## src/rtl/board_io_ctrl.sv

```systemverilog
// Board I/O peripheral on the J1 I/O bus: debounced keys with edge capture, switches,
// LEDs, 7-segment digits and the USB pull-up with a timed soft-detach.
//
// state  | meaning
// IDLE   | usb_attach follows attach_en
// DETACH | pull-up released while the detach timer runs down
module board_io_ctrl #(
  parameter logic [15:0] BASE_ADDR       = 16'h0010,
  parameter int          NUM_KEYS        = 4,
  parameter int          NUM_SW          = 10,
  parameter int          NUM_LEDG        = 8,
  parameter int          NUM_LEDR        = 10,
  parameter int          NUM_HEX         = 4,
  parameter int          DEBOUNCE_CYCLES = 480000,
  parameter int          DETACH_CYCLES   = 480000,
  parameter bit          ATTACH_ON_RESET = 1'b1
) (
  input  logic                  clk,
  input  logic                  reset_n,
  input  logic                  io_rd,
  input  logic                  io_wr,
  input  logic [15:0]           io_addr,
  input  logic [15:0]           io_dout,
  output logic [15:0]           io_din,
  input  logic [NUM_KEYS-1:0]   key,
  input  logic [NUM_SW-1:0]     sw,
  output logic [7*NUM_HEX-1:0]  hex,
  output logic [NUM_LEDG-1:0]   ledg,
  output logic [NUM_LEDR-1:0]   ledr,
  output logic                  usb_attach
);

  localparam int DB_W = (DEBOUNCE_CYCLES > 2) ? $clog2(DEBOUNCE_CYCLES) : 1;
  localparam logic [DB_W-1:0] DB_LAST = DB_W'(DEBOUNCE_CYCLES - 1);
  localparam int DET_W = $clog2(DETACH_CYCLES + 1);
  localparam logic [DET_W-1:0] DET_LOAD = DET_W'(DETACH_CYCLES);

  localparam logic [0:0] IDLE   = 1'b0;
  localparam logic [0:0] DETACH = 1'b1;

  function automatic logic [6:0] seg7(input logic [3:0] n);
    logic [6:0] on;
    case (n)
      4'h0: on = 7'h3F;  4'h1: on = 7'h06;  4'h2: on = 7'h5B;  4'h3: on = 7'h4F;
      4'h4: on = 7'h66;  4'h5: on = 7'h6D;  4'h6: on = 7'h7D;  4'h7: on = 7'h07;
      4'h8: on = 7'h7F;  4'h9: on = 7'h6F;  4'hA: on = 7'h77;  4'hB: on = 7'h7C;
      4'hC: on = 7'h39;  4'hD: on = 7'h5E;  4'hE: on = 7'h79;  default: on = 7'h71;
    endcase
    return ~on;
  endfunction

  logic                   hit, rd_hit, wr_hit, detach_req;
  logic [2:0]             offset;
  logic [NUM_KEYS-1:0]    key_meta, key_sync, key_deb, key_edge, press, edge_clr;
  logic [NUM_SW-1:0]      sw_meta, sw_sync;
  logic [DB_W-1:0]        db_cnt [NUM_KEYS];
  logic [4*NUM_HEX-1:0]   hex_val;
  logic                   attach_en, busy;
  logic [0:0]             state;
  logic [DET_W-1:0]       det_cnt;
  logic [15:0]            rdata;

  assign hit        = (io_addr[15:3] == BASE_ADDR[15:3]);
  assign offset     = io_addr[2:0];
  assign rd_hit     = io_rd & hit;
  assign wr_hit     = io_wr & hit;
  assign detach_req = wr_hit & (offset == 3'd6) & io_dout[1];
  assign edge_clr   = (wr_hit && offset == 3'd1) ? io_dout[NUM_KEYS-1:0] : '0;

  // keys idle high (released), so the synchronisers and debounced state reset to ones
  always_ff @(posedge clk or negedge reset_n) begin
    if (!reset_n) begin
      key_meta <= '1;
      key_sync <= '1;
      sw_meta  <= '0;
      sw_sync  <= '0;
    end else begin
      key_meta <= key;
      key_sync <= key_meta;
      sw_meta  <= sw;
      sw_sync  <= sw_meta;
    end
  end

  always_comb begin
    press = '0;
    for (int i = 0; i < NUM_KEYS; i++)
      press[i] = key_deb[i] & ~key_sync[i] & (db_cnt[i] == DB_LAST);
  end

  always_ff @(posedge clk or negedge reset_n) begin
    if (!reset_n) begin
      key_deb  <= '1;
      key_edge <= '0;
      for (int i = 0; i < NUM_KEYS; i++) db_cnt[i] <= '0;
    end else begin
      for (int i = 0; i < NUM_KEYS; i++) begin
        if (key_sync[i] != key_deb[i]) begin
          if (db_cnt[i] == DB_LAST) begin
            key_deb[i] <= ~key_deb[i];
            db_cnt[i]  <= '0;
          end else begin
            db_cnt[i] <= db_cnt[i] + 1'b1;
          end
        end else begin
          db_cnt[i] <= '0;
        end
      end
      key_edge <= (key_edge & ~edge_clr) | press;
    end
  end

  always_ff @(posedge clk or negedge reset_n) begin
    if (!reset_n) begin
      hex_val   <= '0;
      hex       <= '1;
      ledg      <= '0;
      ledr      <= '0;
      attach_en <= ATTACH_ON_RESET;
    end else if (wr_hit) begin
      case (offset)
        3'd3: begin
          hex_val <= io_dout[4*NUM_HEX-1:0];
          for (int d = 0; d < NUM_HEX; d++) hex[7*d +: 7] <= seg7(io_dout[4*d +: 4]);
        end
        3'd4: ledg <= io_dout[NUM_LEDG-1:0];
        3'd5: ledr <= io_dout[NUM_LEDR-1:0];
        3'd6: attach_en <= io_dout[0];
        default: ;
      endcase
    end
  end

  // a detach request while detaching restarts the full interval
  always_ff @(posedge clk or negedge reset_n) begin
    if (!reset_n) begin
      state      <= IDLE;
      det_cnt    <= '0;
      usb_attach <= 1'b0;
      busy       <= 1'b0;
    end else begin
      case (state)
        IDLE: begin
          usb_attach <= attach_en;
          busy       <= 1'b0;
          if (detach_req) begin
            det_cnt <= DET_LOAD;
            state   <= DETACH;
          end
        end
        default: begin
          usb_attach <= 1'b0;
          busy       <= 1'b1;
          if (detach_req) begin
            det_cnt <= DET_LOAD;
          end else begin
            det_cnt <= det_cnt - 1'b1;
            if (det_cnt == DET_W'(1)) state <= IDLE;
          end
        end
      endcase
    end
  end

  always_comb begin
    rdata = '0;
    case (offset)
      3'd0: rdata[NUM_KEYS-1:0]  = ~key_deb;
      3'd1: rdata[NUM_KEYS-1:0]  = key_edge;
      3'd2: rdata[NUM_SW-1:0]    = sw_sync;
      3'd3: rdata[4*NUM_HEX-1:0] = hex_val;
      3'd4: rdata[NUM_LEDG-1:0]  = ledg;
      3'd5: rdata[NUM_LEDR-1:0]  = ledr;
      3'd6: rdata[2:0]           = {busy | (state == DETACH), 1'b0, attach_en};
      default: ;
    endcase
  end

  always_ff @(posedge clk or negedge reset_n) begin
    if (!reset_n) io_din <= '0;
    else          io_din <= rd_hit ? rdata : '0;
  end

endmodule

```

## config.mk

```make
export PLATFORM = sky130hd
export DESIGN_NAME = board_io_ctrl
export DESIGN_NICKNAME = d
export VERILOG_FILES = /design/src/rtl/board_io_ctrl.sv
export SDC_FILE = /design/constraint.sdc
export NUM_CORES = 1
export LEC_CHECK = 0
export ABC_AREA = 1
export CAP_MARGIN = 20
export CORE_MARGIN = 10
export CORE_UTILIZATION = 55
export DETAILED_ROUTE_END_ITERATION = 12
export PLACE_DENSITY = 0.75
export REMOVE_ABC_BUFFERS = 1
export SETUP_SLACK_MARGIN = 0.3
export SLEW_MARGIN = 10
export SYNTH_ARGS = -nofsm -noshare
export SYNTH_HDL_FRONTEND = slang
export SYNTH_SLANG_ARGS = --single-unit
```

## constraint.sdc

```tcl
create_clock -name clk -period 2.16 [get_ports clk]
set_input_delay 0.216 -clock clk [delete_from_list [all_inputs] [get_ports clk]]
set_output_delay 0.216 -clock clk [all_outputs]
set_load 0.005 [all_outputs]
```

* Word-level counts from Yosys, hierarchy flattened
Memory sizes are Yosys's and may differ from the RTL's.
Index checks and enable logic that the tools add are counted.
W data, S select, Z words.
** Cells by class
- Add/sub/neg operators :: 5
- Equal/unequal tests :: 16
- Multiplexer cells :: 32
- Bitwise operators :: 29
- Reduce and logical (&&, ||, !) cells :: 11
** Operators with widths (number)
- $mux W19 :: 11
- $add A19 B1 Y19 const B :: 4
- $eq A19 B19 Y1 const B :: 4
- $mux W7 :: 8
- $not A7 Y7 :: 4
- $pmux W3 S7 :: 1
- $eq A19 B1 Y1 const B :: 1
- $sub A19 B1 Y19 const B :: 1
- $mux W16 :: 1
- $pmux W4 S4 :: 1
- $reduce_and A2 Y1 :: 8
- $eq A13 B2 Y1 const B :: 1
- $and A1 B1 Y1 :: 12
- $eq A3 B3 Y1 const B :: 3
- $not A1 Y1 :: 8
- $not A4 Y4 :: 2
- $eq A3 B2 Y1 const B :: 2
- $mux W1 :: 6
- $mux W6 :: 1
- $pmux W1 S6 :: 1
- $pmux W2 S3 :: 1
- $and A4 B4 Y4 :: 1
- $mux W4 :: 1
- $ne A1 B1 Y1 :: 4
- other kinds (6) :: 6
** Word-level totals
- Register bits :: 213
- ROM bits :: 448
- Input port bits :: 50
- Logic and storage cells :: 120
- Memories kept :: 4
** Memory list
- (no name shown) :: depth 16, width 7, read ports 1, clocked after Yosys merged registers in 0, write ports 0, RTL line 43 : case (n)
- (no name shown) :: depth 16, width 7, read ports 1, clocked after Yosys merged registers in 0, write ports 0, RTL line 43
- (no name shown) :: depth 16, width 7, read ports 1, clocked after Yosys merged registers in 0, write ports 0, RTL line 43
- (no name shown) :: depth 16, width 7, read ports 1, clocked after Yosys merged registers in 0, write ports 0, RTL line 43

* Longest topological paths before layout
Gate-level depths: netlist of the first run.
- Word-level depth :: 7
- Gate-level depth with buffers :: 10
- Gate-level depth less buffers :: 9

* Least setup slack after synthesis of the first run
No wires, ideal clock.
- Path type :: reg2reg
- From :: register key_sync[0]
- To :: register db_cnt[64] (netlist bit)
- Library setup time :: 0.128 ns
- Arrival :: 1.413 ns
- Required time :: 2.032 ns
- Setup slack :: 0.619 ns
- Stages on the path, launching flop included :: 7
- Path buffers :: 1
- Period minus slack after synthesis :: 1.541 ns
- Cell sequence :: dfstp_2 -> inv_1 -> ha_1 -> clkbuf_1 -> inv_1 -> nand2_1 -> nor2_1
** Between the ends
- Longest elaborated chain between the ends :: 2
** RTL lines
- start: declaration :: RTL line 54 : logic [NUM_KEYS-1:0] key_meta, key_sync, key_deb, key_edge, press, edge_clr;
- start signal: assignment :: RTL line 79 : key_sync <= key_meta;
- $ne A1 B1 Y1 :: RTL line 98 : if (key_sync[i] != key_deb[i]) begin
- $mux W19 :: RTL line 98
- end signal: indexed assignment :: RTL line 103 : db_cnt[i] <= db_cnt[i] + 1'b1;
- end: declaration :: RTL line 56 : logic [DB_W-1:0] db_cnt [NUM_KEYS];
Every way passes these cells.
A chain may end at the register's enable or synchronous reset.

* Worst setup path after layout of the first run
- From :: register hex[1]
- To :: output port hex[1]
** RTL lines
- start: declaration :: RTL line 27 : output logic [7*NUM_HEX-1:0] hex,
- start signal: assignment :: RTL line 116 : hex <= '1;
No word-level cell between the ends.

==> results.py, run 1 <==
metrics = {
    "critical_path": {
        "start_kind": "register",
        "cpLargestDelayFamily": "flip-flops",
        "slowest_stage": "dfstp_2",
        "criticalPathCategory": "reg -> out",
        "endpoint_kind": "output port",
        "cp.arrival_ps": 1580,
        "required_ps": 1940,
        "cpPeakStageDelay_ps": 560,
        "crit_buf_inv": 1,
        "crit_chain": "clkdlybuf4s50_1",
        "crit_fanout": 2,
    },
    "cells_and_area": {
        "design_area_sq_um": 13300,
        "syn_to_final_growth_pct": 22.0,
        "fin_nets": 1619,
        "final_cell_mix": "nand2_1, nor2_1, dfrtp_1, inv_1, nand3_1",
        "drive_gt1_share_pct": 9.00,
        "n_antenna_cell": 0,
        "final_common_cell": "nand2_1",
        "finish.utilization_pct": 68.3,
    },
    "sta": {
        "setup_viol": 0,
        "maxSlewHeadroom_pct": 54.3,
        "max_freq_ghz": 0.558,
        "period_share_pct": 82.9,
        "timing.final.crit_period_ps": 1790,
        "tightest_slew_ps": 680,
        "skew_ps": 7.64,
        "fin_setup_tns_ps": 0,
        "maxSlewViolCount": 0,
        "rsz0062_at_grt": "true",
        "hold_violations": 0,
    },
    "logic_synthesis": {
        "synth.avg_cell_area_sq_um": 7.77,
        "synth_flop_cell": "dfrtp_1",
        "yosysWarningCount": 0,
        "synth_edf_count": 0,
        "ys_seq_elements": 213,
        "yosysSeqAreaShare_pct": 49.4,
        "ys_async_sr_fraction_pct": 100,
        "synth_cell_types": 35,
        "syn_inst": 1404,
        "syn_area_sq_um": 10900,
    },
    "route": {
        "viasPerCell": 5.15,
        "ant_nets": 0,
        "first_iter_violations": 647,
        "first_pass_iters": 6,
        "num_vias": 9374,
        "drc": 0,
        "wl_per_cell_microns": 14.5,
        "routed_wl_microns": 26400,
    },
    "clock_network": {
        "cts_buffers": 23,
        "clockBufferDepth": 3,
        "clk_latency_ps": 510,
        "htree_levels": 1,
        "cts_tree": "built",
        "clk_pin_slew_ps": 70,
        "root_buffer": "clkbuf_16",
        "cts_setup_buffers": 0,
        "cts_sinks": 213,
    },
    "placement": {
        "dpl.hpwl_microns": 19200,
        "dpl_cell_area_sq_um": 12500,
        "gp_congestion": 0.921,
        "portBuffers": 112,
    },
    "global_routing": {
        "antenna_found_initial": 0,
        "grt_usage_pct": 20.3,
        "grt_overflow": 0,
        "grt_pass1_wl_microns": 44700,
        "grt_pass1_vias": 9130,
        "grt_max_degree": 61,
    },
    "die": {
        "rows": 51,
        "die_y_microns": 161,
        "die_area_sq_um": 25900,
        "die_x_microns": 161,
        "io_pins": 113,
        "core_sq_um": 19500,
        "initial_core_util_pct": 56.0,
    },
    "power_and_ir_drop": {
        "p_per_area_nw_per_um2": 653,
        "vdd_drop_max_v": 0.000702,
        "p_leak_nw": 6.12,
    },
    "hold_path": {
        "hold_path_class": "in -> reg",
    },
    "run": {
        "cap_violations": 0,
    },
    "outcome": {
        "outcome": "complete, no violations",
    },
}
-- metrics by stage --
step	instances	hold WS [ps]	power, mW	setup WS, ps
6_report	1821	114	8.68	368
5_1_grt	1821	101	9.02	277
4_1_cts	1821	90.7	8.77	317
3_5_place_dp	1778	230	4.71	77.7
3_3_place_gp	1778	228	4.70	130
2_1_floorplan	1370	-79.6	4.39	-32.8
-- registers in the layout, indices dropped and copies added, names as in the netlist, 10 cells and up --
signal and flops:
io_din 16, hex 28, db_cnt 76, hex_val 16
sw_meta 10, ledr 10, sw_sync 10, det_cnt 19
-- path summary, 6_finish.rpt --
kind / start / slack (ps) / endpoint / cells after the start
worst max-delay path: hex[1] / 370 / hex[1] / 1
worst min-delay path: key[0] / 110 / key_meta[0] / 1
worst max register to register: db_cnt[0] / 500 / db_cnt[15] / 8
worst min register to register: sw_meta[8] / 350 / sw_sync[8] / 0
max in group asynchronous: reset_n / 1170 / key_deb[3] / 3
min in group asynchronous: reset_n / 260 / hex_val[10] / 2
-- report_power, final --
part / switching [mW] / internal (mW)
clock network: 1.58 / 2.45
logic: 0.344 / 0.206
registers: 0.0421 / 4.06
total: 1.96 / 6.72
-- cells by family (layout without fill, tap and decap cells) --
logic type               Yosys count  count (layout)  share of synthesized area [%]
AND/OR/NAND/NOR                  866             866                           33.1
flip-flops                       213             213                           49.4
adder cells (fa/ha/maj)           30              30                           3.44
XOR/XNOR                          48              48                           3.86
buffers and inverters            171             323                           6.27
AO/OA/AOI/OAI                     76              76                           3.94
-- Yosys cell counts, types with 2 or more instances --
library cell	count	share of area [%]
nor2_2	12	0.69
nand3_1	113	5.2
buf_2	12	0.55
nand4_1	39	2.2
xnor2_1	12	0.96
nor2_1	238	8.2
nor3b_1	2	0.14
o211ai_1	9	0.62
o31ai_1	3	0.21
o21ai_0	46	2.1
o2bb2ai_1	2	0.16
ha_1	30	3.4
a21oi_1	12	0.55
nand2_1	429	15
buf_6	2	0.21
inv_1	136	4.7
dfrtp_1	172	39
and2_1	3	0.17
nor3_1	17	0.78
buf_4	3	0.21
xor2_1	36	2.9
nand3b_1	5	0.34
dfstp_2	41	9.9
a22oi_1	2	0.14
clkbuf_1	17	0.59
or2_2	2	0.11
-- cell type report --
type	instances	area, sq um
fill	1606	6160
sequential	213	5380
multi-input combinational	1020	4880
timing repair buffer	144	1410
clock buffer	28	634
inverter	137	514
tap	265	332
clock inverter	14	155
-- routing by layer --
layer	vias to the layer above	global-route usage, %	share of wire (%)
met4	0	5.13	2.0
met3	37	3.45	6.1
met2	250	33.3	47
met5	-	0	0
met1	4401	27.5	45
li1	4686	-	-
-- timing repair --
action | in CTS | in global routing
hold buffers | 1 | 0
resized for setup | 0 | 10
endpoints found under the setup margin | 0 | 37
hold endpoints to repair | 37 | 0
Note: power is estimated with default switching activity, not from simulation.
==> run 2, diff against run 1 <==
Settings changed: CORE_UTILIZATION 55 to 52, PLACE_DENSITY 0.75 to 0.74.
Clock period 2.16 ns to 1.44 ns, I/O delays scaled along.
==> results.py, run 2 (synthesis results as in run 1) <==
metrics = {
    "global_routing": {
        "grt_max_degree": 44,
        "grt_usage_pct": 24.7,
        "met2_usage_pct": 42.8,
        "antenna_found_initial": 1,
        "grt_pass1_vias": 11100,
        "grt_use_met3_pct": 4.28,
        "grt_pass1_wl_microns": 55200,
        "top_usage_layer": "met2",
        "use_met1_pct": 30.4,
        "grt_overflow": 0,
    },
    "clock_network": {
        "clk_pin_slew_ps": 70,
        "root_buffer": "clkbuf_16",
        "cts_tree": "built",
        "htree_levels": 1,
        "cts_sinks": 213,
        "cts_buffers": 23,
        "clk_latency_ps": 530,
        "clockBufferDepth": 3,
    },
    "sta": {
        "skew_ps": 13.4,
        "hold_violations": 0,
        "timing.final.crit_period_ps": 1560,
        "maxSlewViolCount": 0,
        "tightest_slew_ps": 507,
        "period_share_pct": 108,
        "fin_setup_tns_ps": -3070,
        "setup_ws_ps": -119,
        "setup_viol": 57,
        "rsz0062_at_grt": "true",
        "max_freq_ghz": 0.642,
        "maxSlewHeadroom_pct": 66.1,
    },
    "critical_path": {
        "r2r_end": "db_cnt[26]",
        "crit_path_end": "db_cnt[26]",
        "cp.arrival_ps": 1970,
        "endpoint_kind": "register",
        "rrSetupSlack_ps": -120,
        "start_kind": "register",
        "critical_path.startpoint": "db_cnt[19]",
        "required_ps": 1850,
        "criticalPathCategory": "reg -> reg",
        "reg2reg_from": "db_cnt[19]",
        "crit_fanout": 5,
        "reg2reg_depth": 9,
    },
    "cells_and_area": {
        "drive_gt1_share_pct": 41.3,
        "top_regs": "db_cnt (76), hex (28), det_cnt (19)",
        "fin_nets": 1867,
        "largest_reg_flops": 76,
        "final_common_cell": "nand2_1",
        "final_cell_count_no_fill": 2074,
        "regMostFlops": "db_cnt",
        "syn_to_final_growth_pct": 57.5,
        "final_cell_mix": "nand2_1, buf_4, dfrtp_1, nor2_1, buf_6",
    },
    "route": {
        "wl_per_cell_microns": 20.1,
        "num_vias": 11900,
        "ant_nets": 0,
        "drc": 0,
        "first_pass_iters": 5,
        "first_iter_violations": 1309,
        "viasPerCell": 5.75,
        "routed_wl_microns": 41700,
    },
    "power_and_ir_drop": {
        "combPwrFrac_pct": 10.0,
        "p_leak_nw": 8.11,
        "power_frac_clock_pct": 44.7,
        "p_per_area_nw_per_um2": 797,
        "p_seq_share_pct": 45.3,
        "p_sw_mw": 3.44,
        "p_int_mw": 10.2,
        "swShare_pct": 25.1,
        "total_power_mw": 13.7,
        "vdd_drop_max_v": 0.000752,
    },
    "outcome": {
        "outcome": "finished, violations left",
        "violations": "setup timing",
    },
    "die": {
        "initial_core_util_pct": 53.4,
        "die_x_microns": 165,
        "die_area_sq_um": 27200,
        "rows": 52,
        "die_y_microns": 165,
        "io_pins": 113,
        "core_sq_um": 20400,
    },
    "placement": {
        "dpl.cell_count": 1905,
        "dpl.hpwl_microns": 21200,
        "portBuffers": 112,
        "gp_congestion": 0.884,
        "dp_worst_setup_slack_ps": -417,
    },
    "run": {
        "cap_violations": 0,
    },
    "hold_path": {
        "hp-start": "key[1]",
        "hold_path_class": "in -> reg",
    },
}
-- run 2: cell types whose count changed in the layout (fill, tap and decap cells not counted), moves of 64 or more --
cell	previous run	this run
nor2_1	236	142
nor2_4	2	67
buf_4	28	181
clkdlybuf4s50_1	111	25
buf_6	0	111
nand2_1	426	362
-- run 2: worst max-delay path, cell delays in order, from the launching register on --
cell	delay [ps]
dfrtp_1	420
ha_4	180
nand3_4	100
inv_2	90
nand2_4	60
nor2_4	140
nand2_4	90
nand2_4	120
clkbuf_16	180
nor2_4	40
-- run 2: cell type report --
cell class | instances | area (sq um)
multi-input cells | 1020 | 6450
inverters | 137 | 534
flip-flops and latches | 213 | 5400
well taps | 270 | 338
fillers | 1037 | 3260
clock inverters | 9 | 101
diodes | 1 | 2.50
repair buffers | 392 | 3690
clock buffers | 32 | 659
-- run 2: metrics by stage --
step | area [sq um] | hold WS [ps] | util [%]
2_1_floorplan | 10700 | -152 | -
3_3_place_gp | 13500 | 125 | 66.0
3_5_place_dp | 13500 | 129 | 66.0
4_1_cts | 15800 | 22.0 | 77.3
5_1_grt | 17200 | 18.9 | 84.0
6_report | 17200 | 21.2 | 84.0
-- run 2: layer usage --
metal / routed length, microns / vias to the layer above
met4: 2770 / 0
met2: 20400 / 815
li1: - / 5198
met1: 15000 / 5650
met5: 0 / -
met3: 3560 / 253
-- run 2: how the worst min path moves through the flow --
stage | to | slack [ps] | cells past startpoint
floorplan | busy | -150 | 0
global placement | hex_val[11] | 130 | 1
detailed placement | io_din[10] | 130 | 1
CTS | key_meta[2] | 20 | 1
global route | key_meta[1] | 20 | 1
finish | key_meta[1] | 20 | 1
-- run 2: power groups by stage --
stage | clock network [mW] | logic [mW] | registers (mW)
finish | 6.12 | 1.37 | 6.20
global route | 6.38 | 1.47 | 6.21
CTS | 6.05 | 1.17 | 6.17
floorplan | 0 | 0.347 | 6.24
global placement | 0 | 0.999 | 6.25
detailed placement | 0 | 1.02 | 6.25
-- run 2: what timing repair did --
action	4_1_cts	5_1_grt
pin swaps	103	127
setup buffers	65	53
resized for setup	599	254
gates cloned	3	5
endpoints found under the setup margin	242	246
hold buffers	1	0
hold endpoints to repair	193	0
==> run 3, diff against run 2 <==
Settings changed: ABC_AREA 1 to unset, CAP_MARGIN 20 to 25, CORE_UTILIZATION 52 to 51, PLACE_DENSITY 0.74 to 0.73.
==> results.py, run 3 <==
metrics = {
    "outcome": {
        "outcome": "finished, violations left",
        "violations": "setup timing",
    },
    "power_and_ir_drop": {
        "p_int_mw": 10.1,
        "p_per_area_nw_per_um2": 820,
        "p_sw_mw": 3.27,
        "p_leak_nw": 7.51,
        "swShare_pct": 24.3,
        "p_seq_share_pct": 45.9,
        "vdd_drop_max_v": 0.000888,
        "power_frac_clock_pct": 43.4,
        "combPwrFrac_pct": 10.7,
    },
    "die": {
        "rows": 51,
        "die_x_microns": 161,
        "io_pins": 113,
        "die_area_sq_um": 25900,
        "core_sq_um": 19500,
        "initial_core_util_pct": 52.0,
        "die_y_microns": 161,
    },
    "clock_network": {
        "clockBufferDepth": 3,
        "cts_tree": "built",
        "clk_pin_slew_ps": 70,
        "htree_levels": 1,
        "root_buffer": "clkbuf_16",
        "cts_sinks": 213,
        "clk_latency_ps": 530,
        "cts_buffers": 23,
    },
    "hold_path": {
        "hold_path_class": "in -> reg",
        "hp-start": "key[0]",
    },
    "route": {
        "first_iter_violations": 681,
        "first_pass_iters": 5,
        "drc": 0,
        "viasPerCell": 5.84,
        "ant_nets": 0,
        "routed_wl_microns": 36600,
        "wl_per_cell_microns": 22.7,
        "num_vias": 9444,
    },
    "critical_path": {
        "endpoint_kind": "register",
        "slowest_stage": "or4_4",
        "critical_path.startpoint": "det_cnt[2]",
        "criticalPathCategory": "reg -> reg",
        "cpPeakStageDelay_ps": 580,
        "required_ps": 1840,
        "crit_fanout": 5,
        "reg2reg_from": "det_cnt[2]",
        "crit_chain": "or4b_4, or4_4, buf_4, o21ai_1, a21oi_2",
        "start_kind": "register",
        "cp.arrival_ps": 2520,
    },
    "global_routing": {
        "antenna_found_initial": 3,
        "grt_overflow": 0,
        "grt_usage_pct": 23.8,
        "grt_max_degree": 45,
        "grt_pass1_vias": 9740,
        "grt_pass1_wl_microns": 51100,
    },
    "placement": {
        "dpl.hpwl_microns": 18500,
        "dpl_cell_area_sq_um": 13200,
        "portBuffers": 112,
        "gp_congestion": 0.866,
    },
    "sta": {
        "rsz0062_at_grt": "true",
        "timing.final.crit_period_ps": 2120,
        "hold_violations": 0,
        "maxSlewHeadroom_pct": 69.6,
        "skew_ps": 23.6,
        "period_share_pct": 147,
        "setup_ws_ps": -681,
        "max_freq_ghz": 0.471,
        "tightest_slew_ps": 450,
        "setup_viol": 100,
        "maxSlewViolCount": 0,
    },
    "logic_synthesis": {
        "synth_commonest_cells": "dfrtp_1, nor2_1, mux2_2",
        "synth_top_area_share_pct": 42.4,
        "synth_cell_types": 56,
        "yosysTopAreaCell": "dfrtp_1",
        "syn_inst": 906,
        "syn_area_sq_um": 10100,
        "synth_flop_cell": "dfrtp_1",
        "synth_edf_count": 0,
        "synth.avg_cell_area_sq_um": 11.2,
        "ys_seq_elements": 213,
        "yosysSeqAreaShare_pct": 53.0,
        "yosysWarningCount": 0,
        "ys_async_sr_fraction_pct": 100,
        "post-synth-top-count-cell": "dfrtp_1",
        "synth_area_leaders": "dfrtp_1, dfstp_2, mux2_2",
    },
    "cells_and_area": {
        "top_regs": "db_cnt (76), hex (28), det_cnt (19)",
        "fin_nets": 1412,
        "final_common_cell": "buf_4",
        "drive_gt1_share_pct": 56.1,
        "syn_to_final_growth_pct": 61.2,
        "design_area_sq_um": 16400,
        "largest_reg_flops": 76,
        "final_cell_mix": "buf_4, dfrtp_1, buf_6, nor2_1, mux2_4",
        "finish.utilization_pct": 83.8,
        "regMostFlops": "db_cnt",
    },
    "run": {
        "cap_violations": 0,
    },
}
[run 3: cell count changes in the layout (fill, tap and decap cells not counted), sizes merged, moves of 14 or more]
cell / before / now
inv: 137 / 32
a21oi: 12 / 26
xnor2: 12 / 28
mux2: 0 / 65
buf: 340 / 394
nor2: 251 / 98
mux2i: 0 / 16
or3: 0 / 17
nand2: 430 / 41
nand3: 114 / 34
or4: 0 / 15
o21ai: 47 / 20
[run 3: cells by family after synthesis]
group / share of synthesized area (%)
AO/OA/AOI/OAI: 6.98
XOR/XNOR: 5.52
adder cells (fa/ha/maj): 3.70
buffers and inverters: 2.63
flip-flops: 53.0
multiplexers: 10.1
AND/OR/NAND/NOR: 18.0
[run 3: final timing paths]
path                                     to  slack (ps)  cells after the start
max in group asynchronous       key_meta[1]         660                      3
min in group asynchronous        db_cnt[68]         150                      2
worst min-delay path            key_meta[0]          30                      1
worst min register to register   sw_sync[4]         350                      0
worst max register to register  det_cnt[15]        -680                      5
worst max-delay path            det_cnt[15]        -680                      5
[run 3: power groups by stage]
| stage | logic, mW | registers, mW | clock network, mW |
|---|---|---|---|
| after floorplan | 0.325 | 6.24 | 0 |
| after global placement | 1.04 | 6.24 | 0 |
| final | 1.43 | 6.16 | 5.82 |
| after global routing | 1.52 | 6.17 | 6.12 |
| after CTS | 1.24 | 6.15 | 5.77 |
| after detailed placement | 1.07 | 6.25 | 0 |
[run 3: per-layer routing]
| metal | vias up | global-route usage (%) | part of all wire, % |
|---|---|---|---|
| met5 | - | 0 | 0.022 |
| met4 | 2 | 7.86 | 4.9 |
| met3 | 157 | 4.17 | 6.8 |
| met2 | 465 | 43.5 | 51 |
| met1 | 4706 | 27.5 | 37 |
| li1 | 4114 | - | - |
[run 3: through the flow]
step           hold WS [ps]  cells  setup slack (ps)  setup TNS [ps]  power (mW)
2_1_floorplan          -152    868             -1470         -101460        6.57
3_3_place_gp            127   1468              -627          -59010        7.28
3_5_place_dp            129   1468              -637          -61810        7.32
4_1_cts                24.4   1586              -580           -9030        13.2
5_1_grt                30.5   1615              -726          -25600        13.8
6_report               29.6   1616              -681          -20470        13.4
[run 3: final cells by class]
| class | instances | area (sq um) |
|---|---|---|
| Antenna cell | 2 | 5.00 |
| Fill cell | 909 | 3160 |
| Sequential cell | 213 | 5380 |
| Inverter | 31 | 121 |
| Tap cell | 265 | 332 |
| Multi-Input combinational cell | 624 | 5800 |
| Clock inverter | 4 | 23.8 |
| Clock buffer | 38 | 712 |
| Timing Repair Buffer | 439 | 3990 |
[run 3: critical path, delay by kind of cell (launching register included)]
family / cells / cell delay, ps
simple gates: 2 / 1100
flops: 1 / 390
compound gates: 2 / 340
buf+inv: 1 / 170
[run 3: repair_timing]
item | CTS | global route
resized for setup | 567 | 176
setup endpoints to repair | 246 | 224
buffers inserted | 63 | 27
gates cloned | 12 | 1
hold endpoints to repair | 175 | 0
pin swaps | 135 | 65
hold buffers | 1 | 0
